**src/rtl/varredura_matriz.sv**
```systemverilog
// varredura_matriz: multiplexed scan driver for a 5x7 LED matrix.
// The game image is frame-buffered so mid-frame input changes never tear the
// display. A column-change blank suppresses ghosting, and a blinking attack
// cursor is overlaid on the selected column.
module varredura_matriz #(
   parameter int unsigned DIV_VARREDURA = 5000,
   parameter int unsigned QUADROS_PISCA = 25
) (
   input  logic       clock,
   input  logic       reset,
   input  logic       habilitar,
   input  logic [6:0] coluna1_saida,
   input  logic [6:0] coluna2_saida,
   input  logic [6:0] coluna3_saida,
   input  logic [6:0] coluna4_saida,
   input  logic [6:0] coluna5_saida,
   input  logic [2:0] cursor_coluna,
   input  logic [2:0] cursor_linha,
   output logic [4:0] colunas,
   output logic [6:0] linhas,
   output logic       fim_quadro
);

   localparam int unsigned PW = 16;
   localparam int unsigned BW = 8;
   localparam int unsigned NCOL = 5;
   localparam logic [PW-1:0] PRESC_MAX  = PW'(DIV_VARREDURA - 1);
   localparam logic [BW-1:0] BLINK_MAX  = BW'(QUADROS_PISCA - 1);
   localparam logic [2:0]    ULTIMA_COL = 3'd4;

   logic [PW-1:0] r_presc;
   logic [2:0]    r_idx;
   logic [BW-1:0] r_blink;
   logic          r_fase;
   logic [6:0]    r_buf [NCOL];
   logic [4:0]    r_colunas;
   logic [6:0]    r_linhas;
   logic          r_fim;

   logic [PW-1:0] w_presc_nx;
   logic [2:0]    w_idx_nx;
   logic [BW-1:0] w_blink_nx;
   logic          w_fase_nx;
   logic          w_carrega;
   logic          w_quadro;
   logic [6:0]    w_entrada [NCOL];
   logic          w_cursor_ok;
   logic [2:0]    w_cursor_col;
   logic [2:0]    w_cursor_lin;
   logic [4:0]    w_colunas_nx;
   logic [6:0]    w_linhas_nx;

   assign w_entrada[0] = coluna1_saida;
   assign w_entrada[1] = coluna2_saida;
   assign w_entrada[2] = coluna3_saida;
   assign w_entrada[3] = coluna4_saida;
   assign w_entrada[4] = coluna5_saida;

   assign w_cursor_ok  = (cursor_coluna != 3'd0) && (cursor_coluna <= 3'd5) &&
                         (cursor_linha != 3'd0);
   assign w_cursor_col = cursor_coluna - 3'd1;
   assign w_cursor_lin = cursor_linha - 3'd1;

   // Next scan state: prescaler, column index, blink counter, buffer load.
   always_comb begin
      w_presc_nx = r_presc;
      w_idx_nx   = r_idx;
      w_blink_nx = r_blink;
      w_fase_nx  = r_fase;
      w_carrega  = 1'b0;
      w_quadro   = 1'b0;
      if (!habilitar) begin
         // Disabled: everything parked at zero, buffer tracks the inputs.
         w_presc_nx = '0;
         w_idx_nx   = '0;
         w_blink_nx = '0;
         w_fase_nx  = 1'b0;
         w_carrega  = 1'b1;
      end else if (r_presc == PRESC_MAX) begin
         w_presc_nx = '0;
         if (r_idx == ULTIMA_COL) begin
            w_idx_nx  = '0;
            w_carrega = 1'b1;
            w_quadro  = 1'b1;
            if (r_blink == BLINK_MAX) begin
               w_blink_nx = '0;
               w_fase_nx  = ~r_fase;
            end else begin
               w_blink_nx = r_blink + BW'(1);
            end
         end else begin
            w_idx_nx = r_idx + 3'd1;
         end
      end else begin
         w_presc_nx = r_presc + PW'(1);
      end
   end

   // Output image for the coming cycle; the buffer is never loaded on a cycle
   // that leads into a selected column, so reading r_buf here is safe.
   always_comb begin
      w_colunas_nx = 5'b11111;
      w_linhas_nx  = 7'b1111111;
      if (habilitar && (w_presc_nx != '0)) begin
         w_colunas_nx = ~(5'(1) << w_idx_nx);
         w_linhas_nx  = r_buf[w_idx_nx];
         if (w_cursor_ok && (w_idx_nx == w_cursor_col)) begin
            w_linhas_nx[w_cursor_lin] = w_fase_nx;
         end
      end
   end

   // Scan state registers.
   always_ff @(posedge clock or posedge reset) begin
      if (reset) begin
         r_presc <= '0;
         r_idx   <= '0;
         r_blink <= '0;
         r_fase  <= 1'b0;
      end else begin
         r_presc <= w_presc_nx;
         r_idx   <= w_idx_nx;
         r_blink <= w_blink_nx;
         r_fase  <= w_fase_nx;
      end
   end

   // Frame buffer: snapshot at frame events or continuously while disabled.
   always_ff @(posedge clock or posedge reset) begin
      if (reset) begin
         for (int i = 0; i < NCOL; i++) r_buf[i] <= 7'b1111111;
      end else if (w_carrega) begin
         for (int i = 0; i < NCOL; i++) r_buf[i] <= w_entrada[i];
      end
   end

   // Registered matrix drive and frame pulse.
   always_ff @(posedge clock or posedge reset) begin
      if (reset) begin
         r_colunas <= 5'b11111;
         r_linhas  <= 7'b1111111;
         r_fim     <= 1'b0;
      end else begin
         r_colunas <= w_colunas_nx;
         r_linhas  <= w_linhas_nx;
         r_fim     <= w_quadro;
      end
   end

   assign colunas    = r_colunas;
   assign linhas     = r_linhas;
   assign fim_quadro = r_fim;

endmodule

```
**config.mk**
```make
export PLATFORM = sky130hd
export DESIGN_NAME = varredura_matriz
export DESIGN_NICKNAME = d
export VERILOG_FILES = /design/src/rtl/varredura_matriz.sv
export SDC_FILE = /design/constraint.sdc
export NUM_CORES = 1
export LEC_CHECK = 0
export CORE_MARGIN = 8
export CORE_UTILIZATION = 60
export DETAILED_ROUTE_END_ITERATION = 8
export DONT_BUFFER_PORTS = 1
export PLACE_DENSITY = 0.74
export SKIP_CTS_REPAIR_TIMING = 1
export SYNTH_ARGS = -nofsm -noshare
export SYNTH_HDL_FRONTEND = slang
export SYNTH_SLANG_ARGS = --single-unit
export TNS_END_PERCENT = 30
```
**constraint.sdc**
```tcl
create_clock -name clock -period 5.8 [get_ports clock]
set_input_delay 0.87 -clock clock [delete_from_list [all_inputs] [get_ports clock]]
set_output_delay 0.87 -clock clock [all_outputs]
set_load 0.01 [all_outputs]
```
* Word level (Yosys, flattened, before mapping) *
Index checks and enable logic that the tools add are counted.

word-level totals
  flip-flop bits (word level) = 76
  bits of input ports = 44
  output and inout bits = 13
  logic and storage cells = 66

operators by class
  reduce and logical (&&, ||, !) cells = 9
  shift-type cells = 1
  add/subtract/negate cells = 5
  equal/unequal tests = 6
  bitwise operators = 3
  order comparisons = 4
  muxes and demuxes = 26

operators with widths
  operator                                                    count
  2-to-1 mux 16 bit                                           2
  2-to-1 mux 8 bit                                            4
  2-to-1 mux 7 bit                                            4
  binary-select mux 7 bit (select 3 bit)                      1
  adder 16 x 1 -> 16 bit, second input constant               1
  == test 16 x 13 -> 1 bit, second input constant             1
  nonzero test 16 bit                                         1
  2-to-1 mux 1 bit                                            9
  2-to-1 mux 3 bit                                            3
  adder 8 x 1 -> 8 bit, second input constant                 1
  == test 8 x 5 -> 1 bit, second input constant               1
  bitwise mux 7 bit                                           1
  nonzero test 3 bit                                          2
  subtractor 3 x 1 -> 3 bit, second input constant            2
  logical AND 1 bit                                           5
  2-to-1 mux 5 bit                                            1
  inverter 5 bit                                              1
  left shift 1 x 3 -> 5 bit, first input constant             1
  >= comparator 4 bit, second input constant                  1
  less-than comparator 3 x 4 -> 1 bit, second input constant  1
  inequality test 2 x 1 -> 1 bit, second input constant       2
  inverter 3 -> 4 bit                                         1
  adder 3 x 1 -> 3 bit, second input constant                 1
  demux 1 bit (select 3 bit)                                  1
  6 further kinds                                             6

* Longest topological paths before layout *
Gate-level depths: netlist of the first run.

  depth after elaboration = 11
  mapped depth = 12
  mapped depth without buffers = 9

* Worst setup path before layout of the first run *
Ideal clock, no wire load.

  path kind = register -> register
  start = register r_presc[5]
  end = register r_linhas[1] (netlist: linhas[1])
  setup slack = 2.672 ns
  data arrival time = 3.041 ns
  stages on the path, launching flop included = 9
  period minus slack after synthesis = 3.128 ns
  path buffers = 2
  data required time = 5.714 ns
  cell sequence = dfrtp_1 buf_6 or4b_4 nor4_4 mux2i_2 clkbuf_1 mux2_2 a221oi_1 o21ai_0

between the ends
  cells in the longest elaborated chain, start to end = 10

ends and longest elaborated chain
  what                                                  line  RTL
  from (decl)                                           31    logic [PW-1:0] r_presc;
  from (signal assigned)                                121   r_presc <= w_presc_nx;
  == test 16 x 13 -> 1 bit (*)                          79    end else if (r_presc == PRESC_MAX) begin
  2-to-1 mux 3 bit (*)                                  79
  2-to-1 mux 3 bit (*)                                  72    if (!habilitar) begin
  net w_idx_nx[0]                                       41    logic [2:0] w_idx_nx;
  inverter 3 -> 4 bit (not written as such)             106   w_linhas_nx = r_buf[w_idx_nx];
  binary-select mux 7 bit (select 3 bit)                106
  2-to-1 mux 7 bit (not written as such) (2 in series)  106
  bitwise mux 7 bit                                     108   w_linhas_nx[w_cursor_lin] = w_fase_nx;
  2-to-1 mux 7 bit (*)                                  107   if (w_cursor_ok && (w_idx_nx == w_cursor_col)) begin
  2-to-1 mux 7 bit (*)                                  104   if (habilitar && (w_presc_nx != '0)) begin
  net w_linhas_nx[1]                                    51    logic [6:0] w_linhas_nx;
  to (signal assigned)                                  145   r_linhas <= w_linhas_nx;
  to (decl)                                             37    logic [6:0] r_linhas;

Mark *: on every way through the listed nets, which the timed path passes. The rest lies on a longest branch. The select of a mux whose other input is x is not followed.
A chain may end at the register's enable or synchronous reset.

* Worst setup path in the final report of the first run *
  start = register r_presc[5]
  end = register r_linhas[5] (netlist: linhas[5])

between the ends
  cells in the longest elaborated chain, start to end = 10

ends and longest elaborated chain
  what                                                  line
  == test 16 x 13 -> 1 bit                              79
  2-to-1 mux 3 bit                                      79
  2-to-1 mux 3 bit                                      72
  inverter 3 -> 4 bit (not written as such)             106
  binary-select mux 7 bit (select 3 bit)                106
  2-to-1 mux 7 bit (not written as such) (2 in series)  106
  bitwise mux 7 bit                                     108
  2-to-1 mux 7 bit                                      107
  2-to-1 mux 7 bit (*)                                  104
  net w_linhas_nx[5]                                    51

Marked as above.

==> run_results.csv, run 1 <==
group,metric,value,unit
pwr,irDropWorstVdd,0.0001606,V
clocking,clk_latency,0.36,ns
floorplanning,floorplan.initialDensity,61.46,%
yosys,syn_area,4410,um^2
clocking,cts_tree,"yes",
clocking,cts_buffers,9,
yosys,ys_seq_area_share,44.45,%
floorplanning,coreArea,7176,um^2
outcome,status,"finished clean",
timing,relSlewSlack,18.99,%
setup_path,end_kind,"flop",
detailed_routing,drtPass1Iterations,4,
global_routing,grt_max_degree,77,
yosys,syn_inst,498,
timing,max_freq,0.2620,GHz
floorplanning,die-height,101.7,um
floorplanning,io_pins,57,
yosys,synth_ff_type,"dfstp_2",
setup_path,critPathKind,"reg -> reg",
yosys,avgSynthCellArea,8.856,um^2
detailed_routing,first_iter_violations,166,
global_routing,grt-ovfl-total,0,
detailed_routing,viasPerCell,5.995,
yosys,synth_top_area_share,28.00,%
placed_design,io_buffers,0,
floorplanning,dieArea,10350,um^2
floorplanning,chipWidth,101.7,um
cells_and_area,diodes,0,
yosys,synth_edf_count,0,
cells_and_area,postLayoutCoreUtil,64.53,%
yosys,syn_nets,552,
detailed_routing,drc,0,
detailed_routing,num_vias,3495,
placed_design,pre_cts_ws,2.024,ns
clocking,clock_path_buffers,2,
pwr,cellPowerDensity,244.3,nW/um^2
floorplanning,rows,31,
placed_design,dp_cells,567,
global_routing,grt_pass1_wl,16.08,mm
timing,rsz0062_at_grt,"no",
cells_and_area,final_common_cell,"nand2_1",
cells_and_area,drive_gt1_share,17.36,%
clocking,root_buffer,"clkbuf_8",
timing,finalCritPeriodShare,65.80,%
timing,final.setup.worst_slack,1.983,ns
placed_design,gp_congestion,0.8937,
detailed_routing,drt-total-wl,9.800,mm
cells_and_area,layout_common_cells,"nand2_1, dfstp_2, nor2_1, dfrtp_1, o21ai_0",
setup_path,crit_fanout,12,
yosys,synthArstFlopShare,100.0,%
detailed_routing,ant_nets,0,
timing,finalMaxSlewViolations,0,
clocking,cts.clk_slew.worst_paths,0.10,ns
yosys,yosysUniqueCellTypes,63,
flow_run,maxCapViolCount,0,
detailed_routing,routedWlPerCell,16.81,um
timing,finalSetupTns,0,ns
clocking,cts.sinks,76,
clocking,cts_max_level,3,
cells_and_area,layout.cells.non_filler,583,
setup_path,worstPathArrival,4.11,ns
placed_design,dp_hpwl,6.886,mm
cells_and_area,syn_to_final_growth,4.993,%
setup_path,crit_required,6.09,ns
timing,worst_slew_pin_slew,1.210,ns
timing,fin_crit,3.817,ns
setup_path,startpoint_type,"flop",
timing,hold_viol,0,
timing,clock_skew,0.01620,ns
yosys,yosys_warnings,0,
timing,setup_viol,0,
global_routing,antenna_found_initial,0,
pwr,p_total,1.131,mW
global_routing,grt_usage,19.89,%
yosys,synthTopCellsByArea,"dfstp_2, dfrtp_1, nand2_1",
yosys,ys_ff_latch,76,
worst_hold_path,hold_class,"reg -> reg",
cells_and_area,fin_nets,533,
global_routing,grt_pass1_vias,3271,
pwr,total_leakage_power,1.958,nW
yosys,yosys.area.top_type,"dfstp_2",
cell usage after synthesis, types with 9 or more instances:
cell type,number
nand3_1,17
xnor2_1,12
nand2_1,119
dfstp_2,47
inv_1,23
nand4_1,13
xor2_1,9
dfrtp_1,29
ha_1,10
nor2b_1,9
nor2_1,29
clkbuf_1,28
o21ai_0,23
worst max-delay path, cell delays in order (launching register included):
cell	delay, ns
dfrtp_1	0.48
or4b_4	0.61
nor4_4	0.57
mux2i_1	0.86
mux2i_1	0.42
nand4_4	0.16
or4_1	0.49
a21o_1	0.17
power breakdown:
group          leakage [nW]  switching, mW  total, mW  internal (mW)
logic                 0.958         0.0643      0.103         0.0384
clock network         0.103          0.220      0.427          0.207
registers             0.896         0.0220      0.602          0.580
total                  1.96          0.307       1.13          0.825
path summary, 6_finish.rpt:
check / startpoint / to / slack [ns] / cells after the start
max in group asynchronous: reset / r_presc[0] / 4.51 / 2
setup reg to reg: r_presc[5] / linhas[5] / 1.98 / 7
hold reg to reg: r_buf[26] / r_buf[26] / 0.46 / 2
setup / recovery: r_presc[5] / linhas[5] / 1.98 / 7
hold / removal: r_buf[26] / r_buf[26] / 0.46 / 2
min in group asynchronous: reset / r_presc[11] / 0.66 / 2
area by class of cell:
cell class,count,area [um^2]
clock buffer,9,123.9
timing repair buffer,2,15.01
inverter,23,86.33
multi-input combinational,367,2240
clock inverter,7,81.33
fill,619,2545
sequential,76,1961
tap,99,123.9
metal layers:
layer / GRT usage [%] / up-vias / share of wire, %
li1: - / 1698 / -
met1: 28.37 / 1684 / 49
met2: 27.92 / 98 / 44
met3: 4.467 / 15 / 5.4
met4: 8.820 / 0 / 2.0
met5: 0 / - / 0
flip-flops by register name, summed over array words and instances, names as in the netlist:
signal / cells
r_presc: 16
r_blink: 8
r_idx: 3
colunas: 5
linhas: 7
fim_quadro: 1
r_fase: 1
r_buf: 35
metrics by stage:
stage               area [um^2]  hold WS (ns)
finish                     4631        0.4579
global route               4631        0.4767
CTS                        4631        0.4585
detailed placement         4425        0.4440
global placement           4425        0.4419
floorplan                  4410        0.4322
cells by family after synthesis:
kind of cell	Yosys count	share of synthesized area (%)
AND/OR/NAND/NOR	237	26.16
AO/OA/AOI/OAI	88	14.36
adder cells (fa/ha/maj)	10	2.837
XOR/XNOR	22	4.794
buffers and inverters	55	4.907
flip-flops	76	44.45
multiplexers	10	2.496
Power figures use the tool's default switching activity.
==> run 2, diff against run 1 <==
--- a/config.mk
+++ b/config.mk
@@ -6,7 +6,7 @@
 export NUM_CORES = 1
 export LEC_CHECK = 0
 export CORE_MARGIN = 8
-export CORE_UTILIZATION = 60
+export CORE_UTILIZATION = 58
 export DETAILED_ROUTE_END_ITERATION = 8
 export DONT_BUFFER_PORTS = 1
 export PLACE_DENSITY = 0.74
==> constraint.sdc (replaced) <==
create_clock -name clock -period 3.5 [get_ports clock]
set_input_delay 0.525 -clock clock [delete_from_list [all_inputs] [get_ports clock]]
set_output_delay 0.525 -clock clock [all_outputs]
set_load 0.01 [all_outputs]
==> run 2 against run 1 <==
  * Non-clock buffer count grew 13
  * Sequential power up 66%
  * Clock power up 58%
  * Total power grew 64%
  * Critical path type unchanged
  * Sequential share of layout area shrank 0.84 points
==> run_results.csv, run 2 (synthesis gave the netlist of run 1 again) <==
group,metric,value,unit
floorplanning,rows,32,
detailed_routing,drt-total-wl,10.23,mm
cells_and_area,syn_to_final_growth,7.121,%
timing,max_freq,0.3120,GHz
floorplanning,chipWidth,103.2,um
setup_path,worstPathArrival,3.50,ns
pwr,irDropWorstVdd,0.0003070,V
global_routing,grt_pass1_wl,17.24,mm
setup_path,path_common_cell,"or4_1",
clocking,clock_path_buffers,2,
detailed_routing,ant_nets,0,
cells_and_area,diodes,0,
setup_path,slowest_delay,0.71,ns
flow_run,maxCapViolCount,0,
clocking,cts_max_level,3,
clocking,cts_tree,"yes",
setup_path,crit_path_cell_trace,"or4b_4, or4_1, o211a_1, o221ai_2, nand4_4, or4_1, a21o_1",
floorplanning,coreArea,7527,um^2
cells_and_area,largest_registers,"r_buf: 35 flops, r_presc: 16 flops, r_blink: 8 flops",
pwr,total_leakage_power,2.016,nW
timing,finalCritPeriodShare,91.58,%
global_routing,grt-ovfl-total,0,
cells_and_area,multiInputGateArea,2240,um^2
detailed_routing,drc,0,
setup_path,critPathKind,"reg -> reg",
cells_and_area,ff_latch_area,1961,um^2
setup_path,end_kind,"flop",
clocking,cts.clk_slew.worst_paths,0.08,ns
setup_path,critPathBufInv,0,
detailed_routing,first_iter_violations,157,
cells_and_area,drive_gt1_share,19.52,%
clocking,cts_buffers,9,
clocking,clk_latency,0.35,ns
timing,setup_viol,0,
timing,hold_viol,0,
setup_path,slowest_stage,"or4_1",
detailed_routing,wl_met2,4.529,mm
setup_path,r2r_end,"linhas[5]",
timing,clock_skew,0.007728,ns
setup_path,worstReg2RegStart,"r_presc[5]",
floorplanning,floorplan.initialDensity,58.59,%
global_routing,grt_pass1_vias,3467,
floorplanning,die-height,103.2,um
setup_path,crit_required,3.79,ns
cells_and_area,regMostFlops,"r_buf",
global_routing,grt_max_degree,47,
cells_and_area,fin_nets,546,
setup_path,startpoint_type,"flop",
cells_and_area,largest_register_ffs,35,
detailed_routing,viasPerCell,5.987,
floorplanning,dieArea,10650,um^2
placed_design,io_buffers,0,
cells_and_area,fillCellCount,681,
detailed_routing,wl_met1,4.809,mm
timing,worst_slew_pin_slew,1.212,ns
cells_and_area,layout_common_cells,"nand2_1, dfstp_2, nor2_1, dfrtp_1, o21ai_0",
setup_path,path_delay_family,"simple AND/OR/NAND/NOR gates",
global_routing,grt_usage,20.74,%
clocking,cts.sinks,76,
floorplanning,io_pins,57,
outcome,status,"finished clean",
detailed_routing,drtPass1Iterations,5,
timing,relSlewSlack,18.85,%
detailed_routing,top_layer,"met4",
timing,finalSetupTns,0,ns
clocking,root_buffer,"clkbuf_8",
timing,fin_crit,3.205,ns
detailed_routing,num_vias,3586,
timing,finalMaxSlewViolations,0,
timing,rsz0062_at_grt,"no",
worst_hold_path,hold_class,"in -> async",
setup_path,r2r_slack,0.29,ns
cells_and_area,final_common_cell,"nand2_1",
placed_design,dp_hpwl,7.614,mm
detailed_routing,routedWlPerCell,17.08,um
placed_design,gp_congestion,0.8522,
detailed_routing,wl_met3,740,um
pwr,cellPowerDensity,391.8,nW/um^2
setup_path,crit_fanout,8,
setup_path,reg2reg_depth,7,
cells_and_area,postLayoutCoreUtil,62.77,%
global_routing,antenna_found_initial,0,
## run 2: changes by cell type in the layout (fill, tap and decap cells not counted)
| cell | change |
|---|---|
| buf_4 | +13 |
| clkinv_2 | +1 |
| clkinvlp_4 | +1 |
| inv_6 | -1 |
| inv_8 | -1 |
## run 2: area by class of cell
class / count / share of cell area, %
Multi-Input combinational cell: 367 / 47.40
Timing Repair Buffer: 15 / 2.383
Inverter: 23 / 1.827
Sequential cell: 76 / 41.50
Clock inverter: 7 / 1.563
Clock buffer: 9 / 2.622
Tap cell: 102 / 2.701
## run 2: worst max path at each step
stage | slack [ns] | from | cells past startpoint | end
after floorplan | 0.37 | r_presc[5] | 8 | linhas[1]
after global placement | 0.36 | r_presc[5] | 7 | linhas[5]
after detailed placement | 0.34 | r_presc[5] | 7 | linhas[5]
after CTS | 0.32 | r_presc[5] | 7 | linhas[5]
after global routing | 0.14 | r_presc[5] | 7 | linhas[5]
final | 0.29 | r_presc[5] | 7 | linhas[5]
## run 2: layer usage
layer  GRT usage (%)  up-vias
li1                -     1733
met1           29.17     1718
met2           30.97      118
met3           5.154       17
met4           5.784        0
met5               0        -
## run 2: power by group
group	total, mW	switching [mW]	internal, mW	leakage, nW
Combinational	0.177	0.111	0.0665	1.02
Sequential	1.00	0.0396	0.961	0.896
Clock	0.673	0.340	0.333	0.0966
## run 2: stage by stage
step,hold WS (ns),instances,setup WS [ns],instance area [um^2],total power [mW]
after global routing,0.1707,599,0.1446,4725,1.937
after detailed placement,0.4460,583,0.3357,4527,1.193
final,0.1286,599,0.2945,4725,1.851
after CTS,0.1391,599,0.3168,4725,1.865
after floorplan,0.4322,498,0.3724,4410,1.140
after global placement,0.4435,583,0.3635,4527,1.186
==> run 3, diff against run 2 <==
--- a/config.mk
+++ b/config.mk
@@ -9,6 +9,7 @@
 export CORE_UTILIZATION = 58
 export DETAILED_ROUTE_END_ITERATION = 8
 export DONT_BUFFER_PORTS = 1
+export MAX_ROUTING_LAYER = met4
 export PLACE_DENSITY = 0.74
 export SKIP_CTS_REPAIR_TIMING = 1
 export SYNTH_ARGS = -nofsm -noshare
==> run 3 against run 2 <==
  * First-iteration DRC count increased by 38%
  * Combinational power about the same
  * Clock skew increased by 0.0057 ns
  * Design area unchanged
  * Clock power about the same
  * Setup slack got worse by 0.036 ns
  * Sequential power about the same
  * Fmax decreased by 1.1%
  * Critical path depth unchanged
  * Total power about the same
  * Sequential share of layout area unchanged
  * Sequential cell count unchanged
  * Highest routed layer unchanged
==> run_results.csv, run 3 (synthesis gave the netlist of run 1 again) <==
group,metric,value,unit
setup_path,crit_required,3.79,ns
pwr,total_leakage_power,2.019,nW
clocking,cts_tree,"yes",
clocking,cts_buffers,9,
timing,hold_viol,0,
setup_path,path_common_cell,"or4_1",
setup_path,slowest_delay,0.70,ns
setup_path,crit_fanout,8,
placed_design,io_buffers,0,
timing,finalMaxSlewViolations,0,
pwr,cellPowerDensity,392.0,nW/um^2
setup_path,reg2reg_depth,7,
clocking,cts_max_level,3,
pwr,seqPwrFrac,54.0,%
pwr,irDropWorstVdd,0.0002538,V
setup_path,r2r_end,"linhas[5]",
timing,fin_crit,3.242,ns
cells_and_area,regMostFlops,"r_buf",
timing,finalCritPeriodShare,92.62,%
setup_path,worstReg2RegStart,"r_presc[5]",
floorplanning,floorplan.initialDensity,58.59,%
setup_path,path_delay_family,"simple AND/OR/NAND/NOR gates",
clocking,clk_latency,0.35,ns
detailed_routing,drtPass1Iterations,4,
setup_path,critPathBufInv,0,
pwr,p_clk_share,36.4,%
detailed_routing,viasPerCell,5.993,
pwr,pwr-share-comb,9.6,%
global_routing,grt_pass1_wl,17.19,mm
clocking,cts.clk_slew.worst_paths,0.09,ns
detailed_routing,top_layer,"met4",
setup_path,critPathKind,"reg -> reg",
floorplanning,coreArea,7527,um^2
detailed_routing,ant_nets,0,
pwr,power_switching,0.4926,mW
timing,worst_slew_pin_slew,1.208,ns
timing,clock_skew,0.01343,ns
cells_and_area,final_common_cell,"nand2_1",
global_routing,grt_max_degree,71,
floorplanning,io_pins,57,
cells_and_area,layout_common_cells,"nand2_1, dfstp_2, nor2_1, dfrtp_1, o21ai_0",
detailed_routing,wl_met2,4.568,mm
detailed_routing,routedWlPerCell,17.16,um
pwr,swShare,26.60,%
placed_design,place_area,4519,um^2
timing,finalSetupTns,0,ns
cells_and_area,largest_register_ffs,35,
worst_hold_path,hold_class,"in -> reg",
setup_path,end_kind,"flop",
floorplanning,rows,32,
timing,relSlewSlack,19.09,%
clocking,root_buffer,"clkbuf_8",
setup_path,slowest_stage,"or4_1",
setup_path,crit_end,"linhas[5]",
setup_path,startpoint,"r_presc[5]",
cells_and_area,syn_to_final_growth,7.121,%
setup_path,worstPathArrival,3.53,ns
setup_path,r2r_slack,0.26,ns
placed_design,gp_congestion,0.9049,
cells_and_area,fin_nets,546,
cells_and_area,final_cell_area,4725,um^2
global_routing,grt-ovfl-total,0,
flow_run,maxCapViolCount,0,
timing,rsz0062_at_grt,"no",
timing,setup_viol,0,
cells_and_area,diodes,0,
timing,max_freq,0.3085,GHz
floorplanning,die-height,103.2,um
setup_path,startpoint_type,"flop",
detailed_routing,num_vias,3590,
detailed_routing,drc,0,
detailed_routing,wl_met1,4.935,mm
clocking,clock_path_buffers,2,
placed_design,dp_hpwl,7.424,mm
detailed_routing,wl_met3,650,um
placed_design,dp_cells,582,
cells_and_area,largest_registers,"r_buf: 35 flops, r_presc: 16 flops, r_blink: 8 flops",
global_routing,antenna_found_initial,0,
floorplanning,chipWidth,103.2,um
floorplanning,dieArea,10650,um^2
detailed_routing,first_iter_violations,216,
clocking,cts.sinks,76,
pwr,p_int,1.359,mW
cells_and_area,drive_gt1_share,19.32,%
setup_path,worst-path-stages,7,
cells_and_area,layout.cells.non_filler,599,
global_routing,grt_usage,21.28,%
setup_path,crit_path_cell_trace,"or4b_4, or4_1, o211a_1, o221ai_2, nand4_4, or4_1, a21o_1",
detailed_routing,drt-total-wl,10.28,mm
outcome,status,"finished clean",
global_routing,grt_pass1_vias,3542,
## run 3: worst min path at each step
stage | start | endpoint | slack, ns | cells after the start
global route | coluna1_saida[0] | r_buf[28] | 0.23 | 2
detailed placement | reset | fim_quadro | 0.30 | 1
global placement | reset | fim_quadro | 0.30 | 1
CTS | reset | fim_quadro | -0.08 | 1
finish | coluna1_saida[2] | r_buf[30] | 0.24 | 2
floorplan | r_buf[11] | r_buf[11] | 0.43 | 2
## run 3: layout make-up
| class | count | area (um^2) |
|---|---|---|
| fillers | 681 | 2803 |
| multi-input cells | 367 | 2240 |
| flip-flops and latches | 76 | 1961 |
| well taps | 102 | 127.6 |
| clock buffers | 9 | 123.9 |
| repair buffers | 15 | 115.1 |
| inverters | 23 | 86.33 |
| clock inverters | 7 | 71.32 |
## run 3: per-layer routing
layer / global-route usage, % / up-vias
li1: - / 1730
met1: 29.33 / 1731
met2: 30.32 / 117
met3: 4.953 / 12
met4: 6.674 / 0
met5: - / -
## run 3: through the flow
step	hold slack [ns]	worst slack, ns	power (mW)	util (%)
finish	0.2448	0.2584	1.852	62.77
global route	0.2344	0.1739	1.936	62.77
CTS	-0.08475	0.2985	1.863	62.63
detailed placement	0.3038	0.3111	1.191	60.04
global placement	0.3044	0.3642	1.184	60.04
floorplan	0.4322	0.3724	1.140	-
## run 3: power groups by stage
stage | sequential (mW) | clock [mW] | combinational (mW)
5_1_grt | 1.01 | 0.726 | 0.202
3_3_place_gp | 1.01 | 0 | 0.170
2_1_floorplan | 0.998 | 0 | 0.142
4_1_cts | 1.00 | 0.686 | 0.177
6_report | 1.00 | 0.675 | 0.177
3_5_place_dp | 1.01 | 0 | 0.176
==> RTL change (flow settings as in run 2) <==
Make the reset (`reset`) synchronous in 3 clocked blocks.
--- a/src/rtl/varredura_matriz.sv
+++ b/src/rtl/varredura_matriz.sv
@@ -112,5 +112,5 @@
 
    // Scan state registers.
-   always_ff @(posedge clock or posedge reset) begin
+   always_ff @(posedge clock) begin
       if (reset) begin
          r_presc <= '0;
@@ -127,5 +127,5 @@
 
    // Frame buffer: snapshot at frame events or continuously while disabled.
-   always_ff @(posedge clock or posedge reset) begin
+   always_ff @(posedge clock) begin
       if (reset) begin
          for (int i = 0; i < NCOL; i++) r_buf[i] <= 7'b1111111;
@@ -136,5 +136,5 @@
 
    // Registered matrix drive and frame pulse.
-   always_ff @(posedge clock or posedge reset) begin
+   always_ff @(posedge clock) begin
       if (reset) begin
          r_colunas <= 5'b11111;
Function: differs if reset is asserted again (counterexample within 4 cycles, from zero or initial values and one cycle with reset high); with reset held inactive, the same outputs for 10 cycles.
==> RTL change against run 2 <==
- combinational power decreased by 48%
- hold slack improved by 220 ps
- non-clock buffer count shrank 8
- fmax rose by 11%
- power shrank 3.0%
- routed wire length down 23%
- final area decreased by 13%
- sequential cell count is the same
- worst setup slack improved by 310 ps
- area after synthesis decreased by 13%
- die area down 11%
- sequential power down 4%
==> RTL change: results (changes against run 2) <==
share of synthesized registers carrying an async set or reset 0 (-1.00); routability cong. 0.897 (+5.3%); critical path data arrival time 3150 ps (-350 ps); via count 2772 (-23%); H-tree depth 3 (unchanged); Lkg Pwr 1.33 nW (-34%); Synth warnings 0 (unchanged); outcome completed; worst vdd ir 0.000349 V (+14%); EDFF count, synth 35 (+35); Area contributors post-synth edfxtp_1 (27%), dfxtp_1 (21%), nand2b_1 (6.7%); hold crit path type primary input to flop; FILL cells 505 (-26%); measured slew at the worst slew-check pin 684 ps (-528 ps); delay-heaviest family, CP simple AND/OR/NAND/NOR gates; Worst path max stage delay 660 ps (-50 ps); main flop type after synthesis dfxtp_1; share of cells above drive strength 1 0.0840 (-0.111); pin count of the biggest net entering global routing 38 (-19%); vias in the first global route 2666 (-23%); first-pass GRT wire length 13200 um (-23%); Final Skew 11.8 ps (+4.10 ps); Root Driver clkbuf_8; TritonRoute pass-1 iters 5 (unchanged); commonest cells in the netlist dfxtp_1 (41), nand2b_1 (41), nor2_1 (38); gr usage total 0.170 (-0.0374); critical-path cell with the highest stage delay mux2i_1; cts bufs inserted 9 (unchanged); initial antenna violation count 0 (unchanged); Total Wirelength 7910 um (-23%); sequential share of the synthesized area 0.489 (+0.0447); Iteration-0 DRC Markers 244 (+55%); hpwl dp 5820 um (-24%); Syn Nets 433 (-22%); synth unique cells 49 (-22%); CP Max Fanout 13 (+5)
-- RTL change: cell types whose count changed in the layout (fill, tap and decap cells not counted), sizes merged, moves of 10 or more --
cell and change:
edfxtp +35, o21ai -17, nand2 -99, nor2 +10
dfxtp +41, dfrtp -29, dfstp -47, nand2b +37
-- RTL change: cells by family (layout without fill, tap and decap cells) --
logic type,count (synthesis),count (layout),share of synthesized area
DFF,76,76,0.489
xor gates and xnor gates,29,29,0.0664
and+or+nand+nor,160,160,0.229
adders and majority gates,10,10,0.0327
buffers and inverters,36,38,0.0415
AOI/OAI and AO/OA,60,60,0.120
muxes,8,8,0.0216
-- RTL change: through the flow --
step           area [um2]  std cells  worst slack, ps
2_1_floorplan        3830        379              820
3_3_place_gp         3880        442              681
3_5_place_dp         3880        442              631
4_1_cts              4100        458              608
5_1_grt              4100        458              318
6_report             4100        458              606
-- RTL change: area by class of cell --
| type | count | area [um2] | area share |
|---|---|---|---|
| Inverter | 15 | 56.3 | 0.0137 |
| Sequential cell | 76 | 1870 | 0.457 |
| Multi-Input combinational cell | 267 | 1800 | 0.439 |
| Clock buffer | 9 | 124 | 0.0302 |
| Clock inverter | 7 | 98.8 | 0.0241 |
| Timing Repair Buffer | 7 | 52.6 | 0.0128 |
| Tap cell | 77 | 96.3 | 0.0235 |
-- RTL change: final timing paths --
| path | to | cells past startpoint | from | slack [ps] |
|---|---|---|---|---|
| worst min register to register | r_presc[0] | 1 | r_presc[0] | 470 |
| worst max-delay path | linhas[0] | 8 | r_presc[0] | 610 |
| worst max register to register | linhas[0] | 8 | r_presc[0] | 610 |
| worst min-delay path | r_buf[3][5] | 1 | coluna4_saida[5] | 350 |
-- RTL change: metal layers --
metal	GRT usage	wire, um
met1	0.222	3670
met2	0.255	3570
met3	0.0590	577
met4	0.0548	94
met5	0	0
-- RTL change: where the power goes --
group          internal (mW)  switching [mW]
clock network          0.406           0.336
registers              0.951          0.0106
logic                 0.0358          0.0555
